$ cat src/rtl/bram_s9_s2_fifo_ctrl_pkg.sv
// Shared widths, the write-beat payload and the parity helper for the
// RAMB16_S2_S9 byte-in / dibit-out FIFO controller.
package bram_fifo_pkg;

    localparam int unsigned BYTE_AW     = 11;
    localparam int unsigned DIBIT_AW    = 13;
    localparam int unsigned DEPTH_BYTES = 2048;
    localparam int unsigned LEVEL_W     = 14;

    // One port-B write beat: data byte plus its parity bit.
    typedef struct packed {
        logic [7:0] data;
        logic       par;
    } byte_beat_t;

    // Even parity bit for a byte (XOR of all data bits).
    function automatic logic even_par(input logic [7:0] b);
        return ^b;
    endfunction

endpackage

$ cat src/rtl/bram_s9_s2_fifo_ctrl_if.sv
// Producer/consumer handshake bundle of the dibit FIFO controller.
// The slave modport is the FIFO side, and the master modport is its user.
interface bram_s9_s2_fifo_ctrl_if;
    import bram_fifo_pkg::*;

    logic               flush;
    logic               wr_valid;
    logic               wr_ready;
    logic [7:0]         wr_data;
    logic               rd_valid;
    logic               rd_ready;
    logic [1:0]         rd_data;
    logic [LEVEL_W-1:0] level;
    logic               afull;

    modport slave (
        input  flush, wr_valid, wr_data, rd_ready,
        output wr_ready, rd_valid, rd_data, level, afull
    );

    modport master (
        output flush, wr_valid, wr_data, rd_ready,
        input  wr_ready, rd_valid, rd_data, level, afull
    );

endinterface

$ cat src/rtl/bram_s9_s2_fifo_ctrl_dibit_skid2.sv
// Two-entry dibit output buffer fed by the RAM read port.
// It presents its head on a valid/ready handshake.
module dibit_skid2 (
    input  logic       clk,
    input  logic       rst,
    input  logic       flush,
    input  logic       load,
    input  logic [1:0] din,
    output logic       valid,
    input  logic       ready,
    output logic [1:0] dout,
    output logic [1:0] occ
);

    logic [1:0] head_q, tail_q, occ_q;
    logic [1:0] head_d, tail_d, occ_d;
    logic       pop;

    assign pop   = valid & ready;
    assign valid = (occ_q != 2'd0);
    assign dout  = head_q;
    assign occ   = occ_q;

    // The caller never loads a full buffer without also popping it.
    always_comb begin
        head_d = head_q;
        tail_d = tail_q;
        occ_d  = occ_q;
        if (flush) begin
            head_d = '0;
            tail_d = '0;
            occ_d  = '0;
        end else begin
            unique case ({load, pop})
                2'b10: begin
                    if (occ_q == 2'd0) head_d = din;
                    else               tail_d = din;
                    occ_d = 2'(occ_q + 2'd1);
                end
                2'b01: begin
                    head_d = tail_q;
                    occ_d  = 2'(occ_q - 2'd1);
                end
                2'b11: begin
                    if (occ_q == 2'd1) begin
                        head_d = din;
                    end else begin
                        head_d = tail_q;
                        tail_d = din;
                    end
                end
                default: ;
            endcase
        end
    end

    always_ff @(posedge clk or posedge rst) begin
        if (rst) begin
            head_q <= '0;
            tail_q <= '0;
            occ_q  <= '0;
        end else begin
            head_q <= head_d;
            tail_q <= tail_d;
            occ_q  <= occ_d;
        end
    end

endmodule

$ cat src/rtl/bram_s9_s2_fifo_ctrl.sv
// FIFO controller owning both ports of a RAMB16_S2_S9. Bytes are written on port B
// (x9) and read back as LSB-first dibits on port A (x2) through a 2-entry buffer.
module bram_s9_s2_fifo_ctrl
    import bram_fifo_pkg::*;
#(
    parameter int unsigned AFULL_BYTES = 2040
) (
    input  logic                CLK,
    input  logic                RST,
    bram_s9_s2_fifo_ctrl_if.slave fifo,

    output logic [DIBIT_AW-1:0] ADDRA,
    output logic                ENA,
    output logic                WEA,
    output logic [1:0]          DIA,
    output logic                SSRA,
    input  logic [1:0]          DOA,

    output logic [BYTE_AW-1:0]  ADDRB,
    output logic                ENB,
    output logic                WEB,
    output logic [7:0]          DIB,
    output logic                DIPB,
    output logic                SSRB
);

    localparam int unsigned PTR_W = $clog2(DEPTH_BYTES) + 1;

    logic [PTR_W-1:0]   wptr;
    logic [LEVEL_W-1:0] fptr;
    logic [LEVEL_W-1:0] cptr;
    logic               inflight;

    logic [PTR_W-1:0]   stored;
    logic [LEVEL_W-1:0] wdib;
    logic [LEVEL_W-1:0] fetchable;
    logic [1:0]         occ;
    logic [2:0]         buf_need;
    logic               push;
    logic               pop;
    logic               fetch;
    byte_beat_t         wbeat;

    // A slot is released only when all four of its dibits have been consumed.
    assign wdib      = {wptr, 2'b00};
    assign stored    = wptr - cptr[LEVEL_W-1:2];
    assign fetchable = wdib - fptr;

    assign fifo.wr_ready = ~stored[PTR_W-1];
    assign fifo.level    = wdib - cptr;
    assign fifo.afull    = (stored >= PTR_W'(AFULL_BYTES));

    // A push is dropped if flush arrives in the same cycle. It is also dropped
    // while RST is high, so port B stays idle during reset.
    assign push = fifo.wr_valid & fifo.wr_ready & ~fifo.flush & ~RST;
    assign pop  = fifo.rd_valid & fifo.rd_ready;

    // A fetch is issued only when the buffer is certain to have room when DOA lands.
    assign buf_need = 3'(occ) + 3'(inflight) - 3'(pop);
    assign fetch    = (fetchable != '0) && (buf_need < 3'd2) && !fifo.flush;

    always_comb begin
        wbeat = '0;
        if (push) begin
            wbeat.data = fifo.wr_data;
            wbeat.par  = even_par(fifo.wr_data);
        end
    end

    assign ENB   = push;
    assign WEB   = push;
    assign ADDRB = wptr[BYTE_AW-1:0];
    assign DIB   = wbeat.data;
    assign DIPB  = wbeat.par;
    assign SSRB  = 1'b0;

    assign ENA   = fetch;
    assign ADDRA = fptr[DIBIT_AW-1:0];
    assign WEA   = 1'b0;
    assign DIA   = '0;
    assign SSRA  = 1'b0;

    // Clearing inflight on flush makes the buffer ignore the DOA still in flight.
    always_ff @(posedge CLK or posedge RST) begin
        if (RST) begin
            wptr     <= '0;
            fptr     <= '0;
            cptr     <= '0;
            inflight <= 1'b0;
        end else if (fifo.flush) begin
            wptr     <= '0;
            fptr     <= '0;
            cptr     <= '0;
            inflight <= 1'b0;
        end else begin
            if (push)  wptr <= wptr + PTR_W'(1);
            if (fetch) fptr <= fptr + LEVEL_W'(1);
            if (pop)   cptr <= cptr + LEVEL_W'(1);
            inflight <= fetch;
        end
    end

    dibit_skid2 u_skid (
        .clk   (CLK),
        .rst   (RST),
        .flush (fifo.flush),
        .load  (inflight),
        .din   (DOA),
        .valid (fifo.rd_valid),
        .ready (fifo.rd_ready),
        .dout  (fifo.rd_data),
        .occ   (occ)
    );

endmodule

$ cat src/flat_wrapper.sv
// flat-port wrapper written by rule: the top's interface ports become plain ports
module bram_s9_s2_fifo_ctrl_flat import bram_fifo_pkg::*;
#(
    parameter int unsigned AFULL_BYTES = 2040
)
  (CLK, RST, ADDRA, ENA, WEA, DIA, SSRA, DOA, ADDRB, ENB, WEB, DIB, DIPB, SSRB, fifo_flush, fifo_wr_valid, fifo_wr_data, fifo_rd_ready, fifo_wr_ready, fifo_rd_valid, fifo_rd_data, fifo_level, fifo_afull);
  bram_s9_s2_fifo_ctrl_if fifo_i ();
  input  logic CLK;
  input  logic RST;
  output logic [DIBIT_AW-1:0] ADDRA;
  output logic ENA;
  output logic WEA;
  output logic [1:0] DIA;
  output logic SSRA;
  input  logic [1:0] DOA;
  output logic [BYTE_AW-1:0] ADDRB;
  output logic ENB;
  output logic WEB;
  output logic [7:0] DIB;
  output logic DIPB;
  output logic SSRB;
  input wire logic [$bits(fifo_i.flush)-1:0] fifo_flush;
  input wire logic [$bits(fifo_i.wr_valid)-1:0] fifo_wr_valid;
  input wire logic [$bits(fifo_i.wr_data)-1:0] fifo_wr_data;
  input wire logic [$bits(fifo_i.rd_ready)-1:0] fifo_rd_ready;
  output wire logic [$bits(fifo_i.wr_ready)-1:0] fifo_wr_ready;
  output wire logic [$bits(fifo_i.rd_valid)-1:0] fifo_rd_valid;
  output wire logic [$bits(fifo_i.rd_data)-1:0] fifo_rd_data;
  output wire logic [$bits(fifo_i.level)-1:0] fifo_level;
  output wire logic [$bits(fifo_i.afull)-1:0] fifo_afull;
  assign fifo_i.flush = fifo_flush;
  assign fifo_i.wr_valid = fifo_wr_valid;
  assign fifo_i.wr_data = fifo_wr_data;
  assign fifo_i.rd_ready = fifo_rd_ready;
  assign fifo_wr_ready = fifo_i.wr_ready;
  assign fifo_rd_valid = fifo_i.rd_valid;
  assign fifo_rd_data = fifo_i.rd_data;
  assign fifo_level = fifo_i.level;
  assign fifo_afull = fifo_i.afull;
  bram_s9_s2_fifo_ctrl #(.AFULL_BYTES(AFULL_BYTES)) u_core (.CLK(CLK), .RST(RST), .fifo(fifo_i), .ADDRA(ADDRA), .ENA(ENA), .WEA(WEA), .DIA(DIA), .SSRA(SSRA), .DOA(DOA), .ADDRB(ADDRB), .ENB(ENB), .WEB(WEB), .DIB(DIB), .DIPB(DIPB), .SSRB(SSRB));
endmodule
$ cat config.mk
export PLATFORM = sky130hd
export DESIGN_NAME = bram_s9_s2_fifo_ctrl_flat
export DESIGN_NICKNAME = d
export VERILOG_FILES = /design/src/rtl/bram_s9_s2_fifo_ctrl_pkg.sv /design/src/rtl/bram_s9_s2_fifo_ctrl_if.sv /design/src/rtl/bram_s9_s2_fifo_ctrl_dibit_skid2.sv /design/src/rtl/bram_s9_s2_fifo_ctrl.sv /design/src/flat_wrapper.sv
export SDC_FILE = /design/constraint.sdc
export NUM_CORES = 1
export LEC_CHECK = 0
export CAP_MARGIN = 25
export CORE_ASPECT_RATIO = 0.7
export CORE_MARGIN = 3
export CORE_UTILIZATION = 40
export DETAILED_ROUTE_END_ITERATION = 12
export DONT_BUFFER_PORTS = 1
export GPL_ROUTABILITY_DRIVEN = 0
export PLACE_DENSITY = 0.66
export SYNTH_ARGS = -nofsm -noshare
export SYNTH_HDL_FRONTEND = slang
export SYNTH_SLANG_ARGS = --single-unit
$ cat constraint.sdc
create_clock -name CLK -period 7.4 [get_ports CLK]
set_clock_uncertainty 0.2 [all_clocks]
set_input_delay 1.48 -clock CLK [delete_from_list [all_inputs] [get_ports CLK]]
set_output_delay 1.48 -clock CLK [all_outputs]
set_load 0.005 [all_outputs]
==> impl_results.md <==
* CP cell instances: nand2_1, clkinv_1, ha_1, nor2_1, fa_1, xor2_1, inv_1, or3_2, nor2_1
* Total GRT Usage at 0.1831
* Crit-path slowest cell: or3_2
* Port Buf Inserts at 0
* Dpl cell area at 4307 sq um
* Fmax at 174.2 MHz
* Cts hold-fix bufs at 0
* FILL cells at 1037
* Final core area utilization at 0.4235
* Period utilization at 0.7756
* Core area at 10590 sq um
* Dpl hpwl at 8.587 mm
* # diodes at 0
* Status: completed
* Top FF cell, synth: dfrtp_1
* Cell taking the most area after synthesis: dfrtp_1
* Share of cells above drive strength 1 at 0.07379
* VDD IR max at 0.0001638 V
* Most frequent cells after synthesis: inv_1, a21oi_1, dfrtp_1
* Global-route wire length before repair at 18.32 mm
* Fin. Hold Viols at 0
* Synth top area cells: dfrtp_1, ha_1, xnor2_1, a21oi_1, buf_4
* Worst hold margin at 0.3295 ns
* Fraction of registers with async set/reset at 1.000
* Worst path arrival time at 4.06 ns
* Die height at 94.20 um
* Setup_tns at 0 ns
* # setup viols final at 0
* Starting Density at 0.4198
* Initial antenna violation count at 0
* 1st-iter DRT viols at 309
* Max-Cap Viols at 0
* Drt first pass iters at 6
* Multi-input gate area at 2728 sq um
* Critical Path Fanout Max at 10
* Leakage power at 0.002024 uW
* Register area at 1176 sq um
* CTS tree: yes
* Slew @ Worst Pin at 0.9570 ns
* Yosys top cell area share at 0.2646
* Vias at 3751
* Final non-filler cell area at 4484 sq um
* Required @ worst endpoint at 5.72 ns
* Cts bufs inserted at 5
* Clock latency on the worst-skew pair at 0.30 ns
* Worst relative slew slack at 0.3561
* Pwr dens at 209.3 nW/um^2
* Residual DRC count at 0
* Avg Cell Area, Syn at 8.068 sq um
* Root buffer cell: clkbuf_16
* Seq/Total Area, Yosys at 0.2646
* Critical path class: in -> out
* Post-Syn Area at 4446 sq um
* Cell mode on critical path: nor2_1
* Crit start category: input pin
* Max Slew Vio Count at 0
* Nets at 564
* Crit path time final at 5.740 ns
* EDFF count, synth at 0
* CTS Buffer Depth at 2
* Top Ports at 75
* Final wirelength at 11.19 mm
* Post-synthesis instance total at 551
* Register bit count reported by yosys at 47
* Crit end category: primary output
* Via count of the first global-routing pass at 3603
* Cell Rows at 31
* Die Width at 132.0 um
* H-tree depth at 2
* CTS sink cnt at 47
* Yosys Warn Count at 0
* Via/cell ratio at 5.658
* P&R area growth vs syn at 0.8725%
* CTS clk-pin slew, worst paths at 0.07 ns
* Post-route ant nets at 0
* RSZ-0062 raised after global routing: no
* Worst path max stage delay at 0.54 ns
* Largest net degree at the start of global routing at 58
* Crit path max-delay family: simple AND/OR/NAND/NOR gates
* Tightest Hold Check Type: reg -> reg
* Post-CTS Setup Inserts at 0
* Grt ovf at 0
* Resized cells post-CTS at 0
* CP Buf/Inv Count at 2
* Average wire per standard cell at 16.87 um
* Unique cell type count in the Yosys netlist at 67
* Most numerous cell in the Yosys netlist: inv_1
* Die area at 12430 sq um
[layout by cell type (no fill, tap or decap), types with 3 or more instances in the layout]
| cell | netlist | routed |
|---|---|---|
| inv_1 | 54 | 53 |
| nand2_1 | 35 | 35 |
| nand4_1 | 16 | 16 |
| clkbuf_16 | 0 | 5 |
| or3_2 | 8 | 8 |
| o21ai_0 | 30 | 30 |
| o211ai_1 | 3 | 3 |
| mux2_2 | 4 | 4 |
| ha_1 | 33 | 33 |
| dfrtp_1 | 47 | 47 |
| or4_1 | 3 | 3 |
| a21oi_1 | 47 | 47 |
| a21o_1 | 10 | 10 |
| o31ai_1 | 10 | 10 |
| nor2_1 | 43 | 43 |
| nand2b_1 | 6 | 6 |
| or4_2 | 3 | 3 |
| and3_1 | 10 | 10 |
| nand3_1 | 14 | 14 |
| nor4_1 | 6 | 6 |
| xnor2_1 | 32 | 32 |
| nor3_1 | 9 | 9 |
| nor2b_1 | 5 | 5 |
| xor2_1 | 14 | 14 |
| mux2i_1 | 4 | 4 |
| conb_1 | 1 | 5 |
| and2_1 | 8 | 8 |
[layout make-up]
class,instances,area share
clock buffers,6,0.03097
clock inverters,2,0.008650
inverters,56,0.04688
multi-input cells,403,0.6083
flip-flops and latches,47,0.2623
well taps,148,0.04129
repair buffers,1,0.001674
[cells by family (layout without fill, tap and decap cells)]
group / after synthesis / count (layout) / share of synthesized area
AND/OR/NAND/NOR: 180 / 180 / 0.2162
AO/OA/AOI/OAI: 127 / 127 / 0.1748
buffers and inverters: 105 / 65 / 0.1252
flip-flops: 47 / 47 / 0.2646
XOR/XNOR: 46 / 46 / 0.09063
adder cells (fa/ha/maj): 35 / 35 / 0.1019
multiplexers: 10 / 10 / 0.02589
other: 1 / 5 / 0.0008435
[tightest hold or removal path, cell delays in order, from the launching register on]
cell     delay (ns)
dfrtp_1        0.38
nand2_1        0.06
o31ai_1        0.06
[registers in the layout (all words and copies together), names as in the netlist]
signal / cells
u_core.fptr: 14
u_core.u_skid.tail_q: 2
u_core.wptr: 12
u_core.u_skid.dout: 2
u_core.cptr: 14
u_core.u_skid.occ: 2
u_core.inflight: 1
[metal layers]
metal	share of wire	up-vias	wire length, um	GRT usage
met2	0.43	142	4786	0.2824
li1	-	1804	-	-
met4	0.0085	0	95	0.04283
met5	0	-	0	0
met3	0.078	7	877	0.04283
met1	0.49	1798	5428	0.2597
[per-stage QoR]
step	setup slack [ns]	std cells	total power (uW)
detailed placement	1.680	655	660.9
CTS	1.670	663	941.3
finish	1.660	663	938.7
global route	1.412	663	1003
global placement	1.815	655	649.2
floorplan	2.055	555	604.0
[final timing paths]
kind	slack, ns	startpoint	end	cells after the start
worst min register to register	0.33	u_core.u_skid.dout[1]	u_core.u_skid.dout[1]	2
worst max-delay path	1.66	fifo_rd_ready	ENA	9
worst max register to register	3.12	u_core.u_skid.occ[1]	u_core.fptr[13]	12
max in group asynchronous	5.43	RST	u_core.wptr[4]	2
worst min-delay path	0.33	u_core.u_skid.dout[1]	u_core.u_skid.dout[1]	2
min in group asynchronous	1.13	RST	u_core.fptr[4]	2
[where the power goes]
group	switching (uW)	leakage (uW)	internal (uW)	total, uW
clock	109	0.0000875	170	280
sequential	25.1	0.000649	277	302
combinational	214	0.00129	143	357
total	348	0.00202	591	939
Note: power is estimated with default switching activity, not from simulation.
